**src/rtl/bpu_track_fifo.sv**
```systemverilog
// bpu_track_fifo: in-order branch tracking queue between gshare lookup and branch resolution, with mispredict flush.
// Optional BPU_TRACK_STATS_EN adds saturating resolved-branch and mispredict counters.
module bpu_track_fifo #(
  parameter int GSHARE_BITS_NUM = 5,
  parameter int OPTION_OPERAND_WIDTH = 10,
  parameter int DEPTH_LOG2 = 2
) (
  input  logic                            clk,
  input  logic                            rst,
  input  logic                            Branch_F,
  input  logic [GSHARE_BITS_NUM-1:0]      push_idx,
  input  logic                            push_pred,
  input  logic [OPTION_OPERAND_WIDTH-1:0] push_pc,
  input  logic                            Branch_EX,
  input  logic                            taken,
  output logic [GSHARE_BITS_NUM-1:0]      prev_idx,
  output logic [OPTION_OPERAND_WIDTH-1:0] head_pc,
  output logic                            mispredict,
  output logic                            pop_valid,
  output logic                            full,
  output logic                            empty,
  output logic [DEPTH_LOG2:0]             count,
  output logic                            overflow,
  output logic                            underflow
`ifdef BPU_TRACK_STATS_EN
  ,
  output logic [15:0]                     stat_branches,
  output logic [15:0]                     stat_mispredicts
`endif
);
  localparam int DEPTH = 1 << DEPTH_LOG2;
  localparam int CW = DEPTH_LOG2 + 1;
  logic [GSHARE_BITS_NUM-1:0]      mem_idx [DEPTH];
  logic                            mem_pred [DEPTH];
  logic [OPTION_OPERAND_WIDTH-1:0] mem_pc [DEPTH];
  logic [DEPTH_LOG2-1:0]           rd, wr;
  logic                            push_ok;
  assign empty      = count == '0;
  assign full       = count == CW'(DEPTH);
  assign pop_valid  = Branch_EX & ~empty;
  assign mispredict = pop_valid & (mem_pred[rd] != taken);
  assign prev_idx   = empty ? '0 : mem_idx[rd];
  assign head_pc    = empty ? '0 : mem_pc[rd];
  // a push alongside a mispredict is wrong-path; at full it only fits behind a pop
  assign push_ok    = Branch_F & ~mispredict & (~full | pop_valid);
  always_ff @(posedge clk)
    if (push_ok) begin
      mem_idx[wr]  <= push_idx;
      mem_pred[wr] <= push_pred;
      mem_pc[wr]   <= push_pc;
    end
  always_ff @(posedge clk)
    if (rst) begin
      rd        <= '0;
      wr        <= '0;
      count     <= '0;
      overflow  <= 1'b0;
      underflow <= 1'b0;
    end else begin
      rd        <= mispredict ? wr : rd + DEPTH_LOG2'(pop_valid);
      wr        <= wr + DEPTH_LOG2'(push_ok);
      count     <= mispredict ? '0 : count + CW'(push_ok) - CW'(pop_valid);
      overflow  <= overflow | (Branch_F & full & ~pop_valid);
      underflow <= underflow | (Branch_EX & empty);
    end
`ifdef BPU_TRACK_STATS_EN
  always_ff @(posedge clk)
    if (rst) begin
      stat_branches    <= '0;
      stat_mispredicts <= '0;
    end else begin
      stat_branches    <= stat_branches + 16'(pop_valid & (stat_branches != 16'hFFFF));
      stat_mispredicts <= stat_mispredicts + 16'(mispredict & (stat_mispredicts != 16'hFFFF));
    end
`endif
endmodule

```
**config.mk**
```make
export PLATFORM = sky130hd
export DESIGN_NAME = bpu_track_fifo
export DESIGN_NICKNAME = d
export VERILOG_FILES = /design/src/rtl/bpu_track_fifo.sv
export SDC_FILE = /design/constraint.sdc
export NUM_CORES = 1
export LEC_CHECK = 0
export ABC_CLOCK_PERIOD_IN_PS = 3350
export BUFFER_PORTS_ARGS = -buffer_cell sky130_fd_sc_hd__buf_2
export CORE_MARGIN = 3
export CORE_UTILIZATION = 42
export CTS_CLUSTER_SIZE = 25
export DETAILED_ROUTE_END_ITERATION = 10
export GPL_TIMING_DRIVEN = 0
export PLACE_DENSITY = 0.72
export SKIP_LAST_GASP = 1
export SYNTH_ARGS = -nofsm -noshare
export SYNTH_HDL_FRONTEND = slang
export SYNTH_SLANG_ARGS = --single-unit
```
**constraint.sdc**
```tcl
create_clock -name clk -period 3.35 [get_ports clk]
set_clock_uncertainty 0.05 [all_clocks]
set_input_delay 0.335 -clock clk [delete_from_list [all_inputs] [get_ports clk]]
set_output_delay 0.335 -clock clk [all_outputs]
set_load 0.01 [all_outputs]
```
==> run_results.csv, run 1 <==
group,metric,value,unit
outcome,outcome,"finished, final reports clean",
yosys,synth_area_leaders,"edfxtp_1, mux4_2, dfxtp_1, nor2b_1, xnor2_1",
power,power_per_cell_area,790,nW/um2
sta,tightestPinTransition,0.989,ns
yosys,yosysWarnings,0,
clock_network,htree_levels,3,
power,max-vdd-ir-drop,304,uV
die,initial_core_util,43.5,%
global_routing,grt_pass1_wl,8510,um
final_layout,syn_to_final_growth,20.8,%
sta,period_minus_slack,2.80,ns
route,drt_iter0_markers,82,
final_layout,instances_no_fill,322,
final_layout,antenna_cells,0,
critical_path,cp_slowest_cell,"nor3_2",
critical_path,endpoint_kind,"register",
critical_path,worstReg2RegEnd,"count[2]$_SDFF_PP0_",
global_routing,grt_util_all_layers,14.0,%
critical_path,worstReg2RegStart,"count[1]$_SDFF_PP0_",
critical_path,cpMostUsedCell,"xnor2_1",
sta,hold_viol_final,0,
yosys,ys_types,29,
die,coreArea,6830,um2
clock_network,clock_latency,0.34,ns
global_routing,antenna_found_initial,0,
die,rows,30,
die,die_area,8120,um2
clock_network,cts.path.max_buffers,2,
clock_network,hold_buffers,0,
min_path,hold_depth,1,
min_path,min_from,"push_pred",
route,post-route-drc-count,0,
global_routing,use_met1,17.0,%
critical_path,cp_max_fo,9,
placement,gp_congestion,0.751,
yosys,netlist_area,2970,um2
yosys,yosys.area.top_type,"edfxtp_1",
sta,rsz0062_at_grt,"false",
critical_path,cp.buffers_inverters,1,
sta,worst_slack,0.554,ns
clock_network,cts_root_buf,"clkbuf_8",
clock_network,path_clk_slew,0.08,ns
sta,min_period_over_period,83.5,%
route,viasPerCell,5.02,
yosys,ys_seq_area_share,70.8,%
sta,final.setup.tns,0,ns
global_routing,grt_max_degree,17,
final_layout,nFillCells,579,
clock_network,postCtsSetupBuffers,0,
yosys,ys_ff_latch,73,
global_routing,use_met3,4.60,%
critical_path,crit_family,"simple AND/OR/NAND/NOR gates",
critical_path,critPathMaxStageDelay,0.60,ns
critical_path,crit_path_cell_trace,"nor3_2 -> nand2b_1 -> inv_1 -> nor2_1 -> a31oi_1 -> ha_1 -> fa_1 -> xnor2_1 -> xnor2_1 -> nor3_1",
final_layout,num-nets-final,245,
placement,place_inst,306,
final_layout,drive_above_1_share,39.4,%
critical_path,crit_type,"register to register",
min_path,whs_endpoint,"mem_pred[2]$_DFFE_PP_",
sta,maxSlewViolCount,0,
critical_path,worstSetupStartpoint,"count[1]$_SDFF_PP0_",
global_routing,grt-busiest-layer,"met2",
yosys,synthesis.instances,163,
sta,relSlewSlack,34.0,%
global_routing,grt_pass1_vias,1635,
min_path,hold_class,"primary input to register",
final_layout,utilization,52.5,%
route,firstDrtPassIters,4,
die,ios,45,
placement,port_buffers,43,
clock_network,cts_resized,0,
route,vias,1617,
clock_network,cts_sinks,73,
yosys,yosysTopAreaCellShare,64.7,%
sta,setup_violations,0,
yosys,syn_avg_cell_area,18.2,um2
critical_path,start_kind,"register",
global_routing,globalRouteMet2Util,22.8,%
placement,pre_cts_slack,0.521,ns
route,wire_per_inst,16.5,um
power,cellLeakagePower,1.27,nW
global_routing,grt.overflow.total,0,
clock_network,cts_tree,"done",
flow_run,cap_violations,0,
critical_path,reg2reg_depth,10,
final_layout,regArea,2100,um2
die,die_y,90.1,um
route,postRouteAntennaNets,0,
sta,max_freq,358,MHz
critical_path,crit_arrival,2.95,ns
final_layout,multiInputGateArea,830,um2
critical_path,cp.required,3.51,ns
placement,place_hpwl,3670,um
clock_network,numCtsBuffers,9,
sta,whs,0.158,ns
yosys,syn_nets,187,
route,routed_wl,5310,um
critical_path,r2r_slack,0.55,ns
die,die_w,90.1,um
per-stage QoR:
step	area, um2	power (W)
3_3_place_gp	3310	0.00206
4_1_cts	3590	0.00288
2_1_floorplan	2970	0.00178
3_5_place_dp	3370	0.00212
5_1_grt	3590	0.00300
6_report	3590	0.00283
logic make-up after synthesis:
logic type	Yosys count	synth area share (%)
AO/OA/AOI/OAI	9	2.19
XOR/XNOR	6	1.77
adder cells (fa/ha/maj)	3	1.52
buffers and inverters	11	1.90
flip-flops	73	70.8
multiplexers	20	13.4
AND/OR/NAND/NOR	41	8.47
cell usage in the layout, fill, tap and decap left out, types with 2 or more instances in the layout:
| master | n |
|---|---|
| buf_2 | 43 |
| mux2i_1 | 3 |
| buf_6 | 5 |
| nor3b_1 | 3 |
| nor3_2 | 3 |
| clkbuf_8 | 9 |
| nand2b_1 | 2 |
| buf_4 | 2 |
| bufinv_16 | 2 |
| clkbuf_1 | 4 |
| edfxtp_1 | 64 |
| a21o_1 | 2 |
| nor2b_1 | 19 |
| mux4_2 | 15 |
| clkinv_4 | 2 |
| nor2_1 | 6 |
| a21oi_1 | 3 |
| xnor2_1 | 5 |
| mux2_4 | 2 |
| ha_1 | 2 |
| nand2_1 | 2 |
| inv_1 | 5 |
| dfxtp_1 | 9 |
cells in the mapped netlist:
cell / number
mux2i_1: 3
nor3_1: 3
nand2b_1: 2
nor3_2: 1
buf_4: 2
mux2_4: 2
clkbuf_1: 3
ha_1: 2
o31ai_2: 1
a21o_1: 2
o311ai_0: 1
nor2_1: 7
mux4_2: 15
inv_1: 5
nor4b_1: 1
nor2b_1: 19
xnor2_1: 5
a31oi_1: 1
buf_6: 1
xor2_1: 1
nor3b_1: 4
a211oi_1: 1
edfxtp_1: 64
nor3_4: 1
a21oi_1: 3
or2_1: 1
dfxtp_1: 9
fa_1: 1
nand2_1: 2
state kept, by name (all words and copies together), names as in the netlist:
register   cells
wr             2
mem_pc        40
underflow      1
overflow       1
count          3
mem_idx       20
mem_pred       4
rd             2
final cells by class:
cell class | count | area share [%]
Sequential cell | 73 | 58.6
Multi-Input combinational cell | 79 | 23.1
Timing Repair Buffer | 47 | 7.25
Clock buffer | 10 | 3.56
Tap cell | 96 | 3.35
Clock inverter | 6 | 2.55
Buffer | 6 | 1.05
Inverter | 5 | 0.523
per-layer routing:
layer  wire length, um  share of wire [%]  vias to the layer above
met5                 0                  0                        -
met4               104                2.0                        0
li1                  -                  -                      746
met1              2250                 42                      812
met2              2630                 50                       49
met3               328                6.2                       10
where the power goes:
group	switching [W]	total (W)	leakage, nW	internal, W
sequential	0.0000618	0.00119	0.660	0.00112
clock	0.000327	0.000751	0.111	0.000424
combinational	0.000479	0.000897	0.499	0.000418
total	0.000869	0.00283	1.27	0.00197
worst max-delay path by stage:
stage	to	depth (start not counted)
after global placement	mem_pc[2][7]$_DFFE_PP_	4
after CTS	mem_idx[3][3]$_DFFE_PP_	4
after detailed placement	mem_pc[3][7]$_DFFE_PP_	4
final	count[2]$_SDFF_PP0_	10
after floorplan	mem_idx[2][0]$_DFFE_PP_	5
after global routing	count[2]$_SDFF_PP0_	10
worst reg2reg max path, delay by kind of cell, from the launching register on:
| kind | cells | cell delay, ns |
|---|---|---|
| flip-flops | 1 | 0.38 |
| buffers and inverters | 1 | 0.12 |
| AO/OA/AOI/OAI | 1 | 0.05 |
| AND/OR/NAND/NOR | 4 | 1.13 |
| XOR/XNOR | 2 | 0.33 |
| adder cells (fa/ha/maj) | 2 | 0.60 |
Note: power is estimated with default switching activity, not from simulation.
==> run 2: changes to the inputs <==
--- a/config.mk
+++ b/config.mk
@@ -5,7 +5,8 @@
 export SDC_FILE = /design/constraint.sdc
 export NUM_CORES = 1
 export LEC_CHECK = 0
-export ABC_CLOCK_PERIOD_IN_PS = 3350
+export ABC_AREA = 1
+export ABC_CLOCK_PERIOD_IN_PS = 2920
 export BUFFER_PORTS_ARGS = -buffer_cell sky130_fd_sc_hd__buf_2
 export CORE_MARGIN = 3
 export CORE_UTILIZATION = 42
==> constraint.sdc (replaced) <==
create_clock -name clk -period 2.92 [get_ports clk]
set_clock_uncertainty 0.05 [all_clocks]
set_input_delay 0.292 -clock clk [delete_from_list [all_inputs] [get_ports clk]]
set_output_delay 0.292 -clock clk [all_outputs]
set_load 0.01 [all_outputs]
==> run 2 against run 1 <==
Effect of this change: non-clock buffer count increased by 2; sequential share of layout area increased by 0.83 points; fmax increased by 24%; utilization decreased by 1.3 points; sequential cell count unchanged; die area increased by 2.3%; hold slack got worse by 0.055 ns; global-route usage increased by 1.3 points; register-to-register slack improved by 0.12 ns; count of clock-buffer cells in the layout increased by 1; wire length increased by 13%; clock power decreased by 17%; critical endpoint is now mem_pc[3][7]$_DFFE_PP_; largest cell class unchanged; largest power group is now combinational cells.
==> run_results.csv, run 2 <==
group,metric,value,unit
yosys,yosys.area_share.adder,1.48,%
route,postRouteAntennaNets,0,
route,vias,2009,
route,routed_wl,6000,um
yosys,synthesis.instances,266,
yosys,synth.top_cells.by_count,"nor2_1, edfxtp_1, o21ai_0",
final_layout,nFillCells,626,
placement,gp_congestion,0.826,
critical_path,endpoint_kind,"register",
yosys,synth_mux_area_share,0,%
yosys,synth_area_leaders,"edfxtp_1, nor2_1, dfxtp_1, o21ai_0, a21oi_1",
clock_network,cts_sinks,73,
global_routing,grt.overflow.total,0,
global_routing,grt_max_degree,17,
sta,min_period_over_period,77.1,%
sta,period_minus_slack,2.25,ns
yosys,ys_types,27,
power,cellLeakagePower,1.38,nW
final_layout,syn_to_final_growth,16.2,%
clock_network,postCtsSetupBuffers,0,
global_routing,grt_pass1_vias,2083,
yosys,yosys.area.top_type,"edfxtp_1",
clock_network,numCtsBuffers,9,
yosys,yosysMostFrequentCell,"nor2_1",
critical_path,cp.required,2.82,ns
final_layout,antenna_cells,0,
power,max-vdd-ir-drop,469,uV
critical_path,cpMostUsedCell,"nand3_4",
final_layout,multiInputGateArea,805,um2
sta,tightestPinTransition,0.968,ns
route,firstDrtPassIters,4,
clock_network,cts.path.max_buffers,2,
yosys,yosys.area_share.simple,15.9,%
sta,hold_viol_final,0,
global_routing,antenna_found_initial,0,
critical_path,crit_type,"register to register",
clock_network,hold_buffers,0,
final_layout,layout_common_cells,"nor2_1, edfxtp_1, buf_2",
clock_network,cts_resized,0,
die,rows,30,
yosys,syn_nets,290,
yosys,synthArstFlopShare,0,%
yosys,yosysTopAreaCellShare,63.1,%
clock_network,clock_latency,0.33,ns
global_routing,grt_pass1_wl,9740,um
yosys,synth_edf_count,64,
die,coreArea,6910,um2
final_layout,largest_register_ffs,40,
min_path,min_from,"rst",
yosys,synth_flop_cell,"edfxtp_1",
die,ios,45,
final_layout,drive_above_1_share,24.9,%
sta,final.setup.tns,0,ns
route,post-route-drc-count,0,
critical_path,crit_path_cell_trace,"buf_4 -> inv_4 -> nand3_2 -> nand2_1 -> nand2_2 -> nand3_4 -> nand3_4 -> nor2_2",
sta,max_freq,444,MHz
yosys,netlist_area,3040,um2
sta,whs,0.103,ns
yosys,syn_avg_cell_area,11.4,um2
route,viasPerCell,4.77,
flow_run,cap_violations,0,
placement,port_buffers,44,
clock_network,path_clk_slew,0.07,ns
clock_network,cts_tree,"done",
outcome,outcome,"finished, final reports clean",
critical_path,start_kind,"register",
final_layout,utilization,51.2,%
yosys,ys_seq_area_share,69.1,%
yosys,synth-compound-area-share,8.22,%
sta,setup_violations,0,
critical_path,worstReg2RegStart,"rd[1]$_SDFF_PP0_",
die,die_y,91.1,um
yosys,synth_top_family_by_area,"simple AND/OR/NAND/NOR gates",
sta,maxSlewViolCount,0,
die,die_area,8310,um2
critical_path,critPathMaxStageDelay,0.75,ns
clock_network,htree_levels,3,
yosys,yosysWarnings,0,
yosys,ys_ff_latch,73,
sta,rsz0062_at_grt,"false",
final_layout,regMostFlops,"mem_pc",
power,power_per_cell_area,971,nW/um2
sta,relSlewSlack,35.4,%
die,initial_core_util,44.1,%
placement,place_hpwl,3950,um
yosys,yosys.area_share.xor_xnor,0.863,%
critical_path,worstSetupStartpoint,"rd[1]$_SDFF_PP0_",
critical_path,cp_max_fo,16,
sta,worst_slack,0.670,ns
min_path,hold_class,"primary input to register",
critical_path,cp_slowest_cell,"nor2_2",
final_layout,num-nets-final,345,
route,drt_iter0_markers,214,
final_layout,regArea,2100,um2
final_layout,mostFrequentLayoutCell,"nor2_1",
die,die_w,91.1,um
global_routing,grt_util_all_layers,15.3,%
critical_path,crit_arrival,2.15,ns
final_layout,biggestRegsByFlops,"mem_pc (40), mem_idx (20), mem_pred (4)",
route,wire_per_inst,14.3,um
placement,pre_cts_slack,0.672,ns
clock_network,cts_root_buf,"clkbuf_8",
[run 2: cell count changes after synthesis, sizes merged, moves of 8 or more]
cell	before	now
a21oi	3	16
inv	5	19
nor2	7	74
mux4	15	0
o21ai	0	31
nand3	0	8
nor2b	19	0
nand2	2	25
[run 2: kinds of logic after synthesis]
family | count (synthesis)
compound gates | 49
xor+xnor | 3
fa+ha+maj | 3
buf+inv | 30
flops | 73
simple gates | 108
[run 2: worst paths after layout]
path / end / slack, ns / depth (start not counted)
worst max-delay path: mem_pc[3][7]$_DFFE_PP_ / 0.67 / 8
worst min-delay path: wr[0]$_SDFF_PP0_ / 0.10 / 2
worst max register to register: mem_pc[3][7]$_DFFE_PP_ / 0.67 / 8
worst min register to register: overflow$_SDFF_PP0_ / 0.40 / 2
[run 2: worst max-delay path, delay by kind of cell (launching register included)]
kind | cells | cell delay (ns)
simple gates | 6 | 1.22
buf+inv | 2 | 0.28
flops | 1 | 0.30
[run 2: per-layer routing]
metal | vias up | wire length [um] | GRT usage (%) | part of all wire, %
li1 | 1013 | - | - | -
met1 | 915 | 2500 | 18.9 | 42
met2 | 66 | 2950 | 24.2 | 49
met3 | 15 | 407 | 3.65 | 6.8
met4 | 0 | 148 | 9.67 | 2.5
met5 | - | 0 | 0 | 0
[run 2: layout make-up]
cell class | instances | share of cell area, %
Buffer | 11 | 1.66
Clock buffer | 11 | 3.71
Clock inverter | 4 | 0.601
Inverter | 19 | 2.23
Multi-Input combinational cell | 163 | 22.7
Sequential cell | 73 | 59.4
Tap cell | 96 | 3.40
Timing Repair Buffer | 44 | 6.23
[run 2: through the flow]
stage          total power (W)  cell area [um2]  cells
6_report               0.00344             3540    421
5_1_grt                0.00369             3540    421
4_1_cts                0.00347             3540    421
3_5_place_dp           0.00284             3380    406
3_3_place_gp           0.00280             3380    406
2_1_floorplan          0.00234             3040    266
[run 2: where the power goes]
group	switching, W	internal (W)	leakage (nW)
logic	0.000954	0.000490	0.646
registers	0.0000563	0.00131	0.660
clock network	0.000328	0.000298	0.0766
total	0.00134	0.00210	1.38
==> run 3: changes to the inputs <==
--- a/config.mk
+++ b/config.mk
@@ -6,7 +6,7 @@
 export NUM_CORES = 1
 export LEC_CHECK = 0
 export ABC_AREA = 1
-export ABC_CLOCK_PERIOD_IN_PS = 2920
+export ABC_CLOCK_PERIOD_IN_PS = 2200
 export BUFFER_PORTS_ARGS = -buffer_cell sky130_fd_sc_hd__buf_2
 export CORE_MARGIN = 3
 export CORE_UTILIZATION = 42
==> constraint.sdc (replaced) <==
create_clock -name clk -period 2.2 [get_ports clk]
set_clock_uncertainty 0.05 [all_clocks]
set_input_delay 0.22 -clock clk [delete_from_list [all_inputs] [get_ports clk]]
set_output_delay 0.22 -clock clk [all_outputs]
set_load 0.01 [all_outputs]
==> run 3 against run 2 <==
Effect of this change: sequential cell count stayed put; count of clock-buffer cells in the layout did not move; critical path depth decreased by 1; via count is 2.6% higher; wire length grew 3.5%; sequential share of layout area shrank 1.4 points; combinational power up 44%.
==> run_results.csv, run 3 (same netlist as run 2, synthesis figures left out) <==
group,metric,value,unit
final_layout,syn_to_final_growth,19.2,%
placement,gp_congestion,0.826,
power,power_per_cell_area,1300,nW/um2
die,die_y,91.1,um
final_layout,regMostFlops,"mem_pc",
final_layout,num-nets-final,354,
critical_path,endpoint_kind,"register",
power,cellLeakagePower,1.43,nW
power,max-vdd-ir-drop,614,uV
global_routing,grt_pass1_wl,9770,um
route,vias,2061,
die,die_area,8310,um2
die,die_w,91.1,um
final_layout,antenna_cells,0,
critical_path,crit_type,"register to register",
route,viasPerCell,4.79,
clock_network,path_clk_slew,0.07,ns
placement,place_inst,406,
power,p_int,0.00290,W
critical_path,cp.required,2.10,ns
clock_network,cts_root_buf,"clkbuf_8",
critical_path,critPathMaxStageDelay,0.72,ns
critical_path,cp_slowest_cell,"nor2_2",
route,wire_per_inst,14.5,um
critical_path,start_kind,"register",
route,post-route-drc-count,0,
sta,rsz0062_at_grt,"true",
sta,max_freq,464,MHz
critical_path,cp_max_fo,16,
min_path,hold_class,"primary input to register",
die,ios,45,
sta,relSlewSlack,39.2,%
final_layout,instances_no_fill,430,
outcome,outcome,"finished, final reports clean",
power,combPwrFrac,43.8,%
sta,whs,0.0266,ns
clock_network,cts.path.max_buffers,2,
die,rows,30,
global_routing,grt.overflow.total,0,
power,p_sw_share,38.7,%
clock_network,cts_sinks,73,
clock_network,cts_tree,"done",
global_routing,grt_util_all_layers,15.4,%
global_routing,grt_max_degree,17,
sta,worst_slack,0.0438,ns
route,postRouteAntennaNets,0,
final_layout,drive_above_1_share,28.4,%
final_layout,largest_register_ffs,40,
die,initial_core_util,44.1,%
final_layout,mostFrequentLayoutCell,"nor2_1",
sta,final.setup.tns,0,ns
final_layout,nFillCells,608,
clock_network,htree_levels,3,
sta,period_minus_slack,2.16,ns
placement,place_hpwl,3950,um
final_layout,regArea,2110,um2
clock_network,numCtsBuffers,9,
placement,pre_cts_slack,-0.0483,ns
sta,maxSlewViolCount,0,
global_routing,antenna_found_initial,0,
global_routing,grt_pass1_vias,2082,
final_layout,utilization,52.6,%
power,p_seq_share,38.5,%
sta,setup_violations,0,
sta,hold_viol_final,0,
flow_run,cap_violations,0,
die,coreArea,6910,um2
critical_path,r2r_slack,0.04,ns
power,clkPwrFrac,17.7,%
sta,min_period_over_period,98.0,%
route,drt_iter0_markers,187,
final_layout,biggestRegsByFlops,"mem_pc (40), mem_idx (20), mem_pred (4)",
sta,tightestPinTransition,0.911,ns
route,firstDrtPassIters,5,
final_layout,multiInputGateArea,820,um2
critical_path,crit_path_cell_trace,"nor2_2 -> nand2_2 -> nand2_2 -> inv_2 -> nand3_4 -> nand3_4 -> nor2_2",
final_layout,layout_common_cells,"nor2_1, edfxtp_1, buf_2",
critical_path,crit_arrival,2.06,ns
power,p_sw,0.00183,W
clock_network,clock_latency,0.33,ns
placement,port_buffers,44,
route,routed_wl,6210,um
-- run 3: cell count changes in the layout (fill, tap and decap cells not counted), moves of 2 or more --
cell / delta
buf_4: +8
dfxtp_1: -3
dfxtp_2: +3
nand2_1: -2
nand2_2: +2
nor2_2: -2
nor2_4: +2
-- run 3: worst paths after layout --
kind,end,from,depth (start not counted)
hold / removal,wr[0]$_SDFF_PP0_,rst,2
setup reg to reg,mem_pred[0]$_DFFE_PP_,count[0]$_SDFF_PP0_,7
hold reg to reg,overflow$_SDFF_PP0_,overflow$_SDFF_PP0_,2
setup / recovery,mem_pred[0]$_DFFE_PP_,count[0]$_SDFF_PP0_,7
-- run 3: area by class of cell --
| cell class | instances | share of cell area, % |
|---|---|---|
| flip-flops and latches | 73 | 58.0 |
| multi-input cells | 163 | 22.6 |
| clock inverters | 4 | 0.586 |
| clock buffers | 11 | 3.62 |
| repair buffers | 53 | 7.93 |
| plain buffers | 11 | 1.72 |
| inverters | 19 | 2.24 |
| well taps | 96 | 3.31 |
-- run 3: layer usage --
layer  part of all wire [%]  track usage (%)  vias to the layer above
met5                      0                0                        -
met4                    3.6             9.67                        0
met3                    5.5             3.65                       18
met2                     49             24.4                       60
met1                     42             18.9                      950
li1                       -                -                     1033
-- run 3: critical path, delay by kind of cell, from the launching register on --
family	cells	cell delay [ns]
buffers and inverters	1	0.06
AND/OR/NAND/NOR	6	1.32
flip-flops	1	0.34
-- run 3: repair_timing --
| action | CTS | global route |
|---|---|---|
| pin swaps | 0 | 3 |
| endpoints found under the setup margin | 64 | 51 |
| hold buffers | 0 | 0 |
| buffers inserted | 0 | 9 |
| gates resized for setup | 1 | 9 |
-- run 3: power by group through the flow --
stage | combinational (W) | sequential [W] | clock (W)
finish | 0.00207 | 0.00182 | 0.000837
global route | 0.00231 | 0.00184 | 0.000921
CTS | 0.00194 | 0.00181 | 0.000850
detailed placement | 0.00193 | 0.00184 | 0
global placement | 0.00189 | 0.00183 | 0
floorplan | 0.00127 | 0.00184 | 0
-- run 3: through the flow --
stage | total power (W) | area (um2)
3_3_place_gp | 0.00372 | 3380
2_1_floorplan | 0.00311 | 3040
4_1_cts | 0.00460 | 3540
6_report | 0.00473 | 3630
3_5_place_dp | 0.00377 | 3380
5_1_grt | 0.00508 | 3630
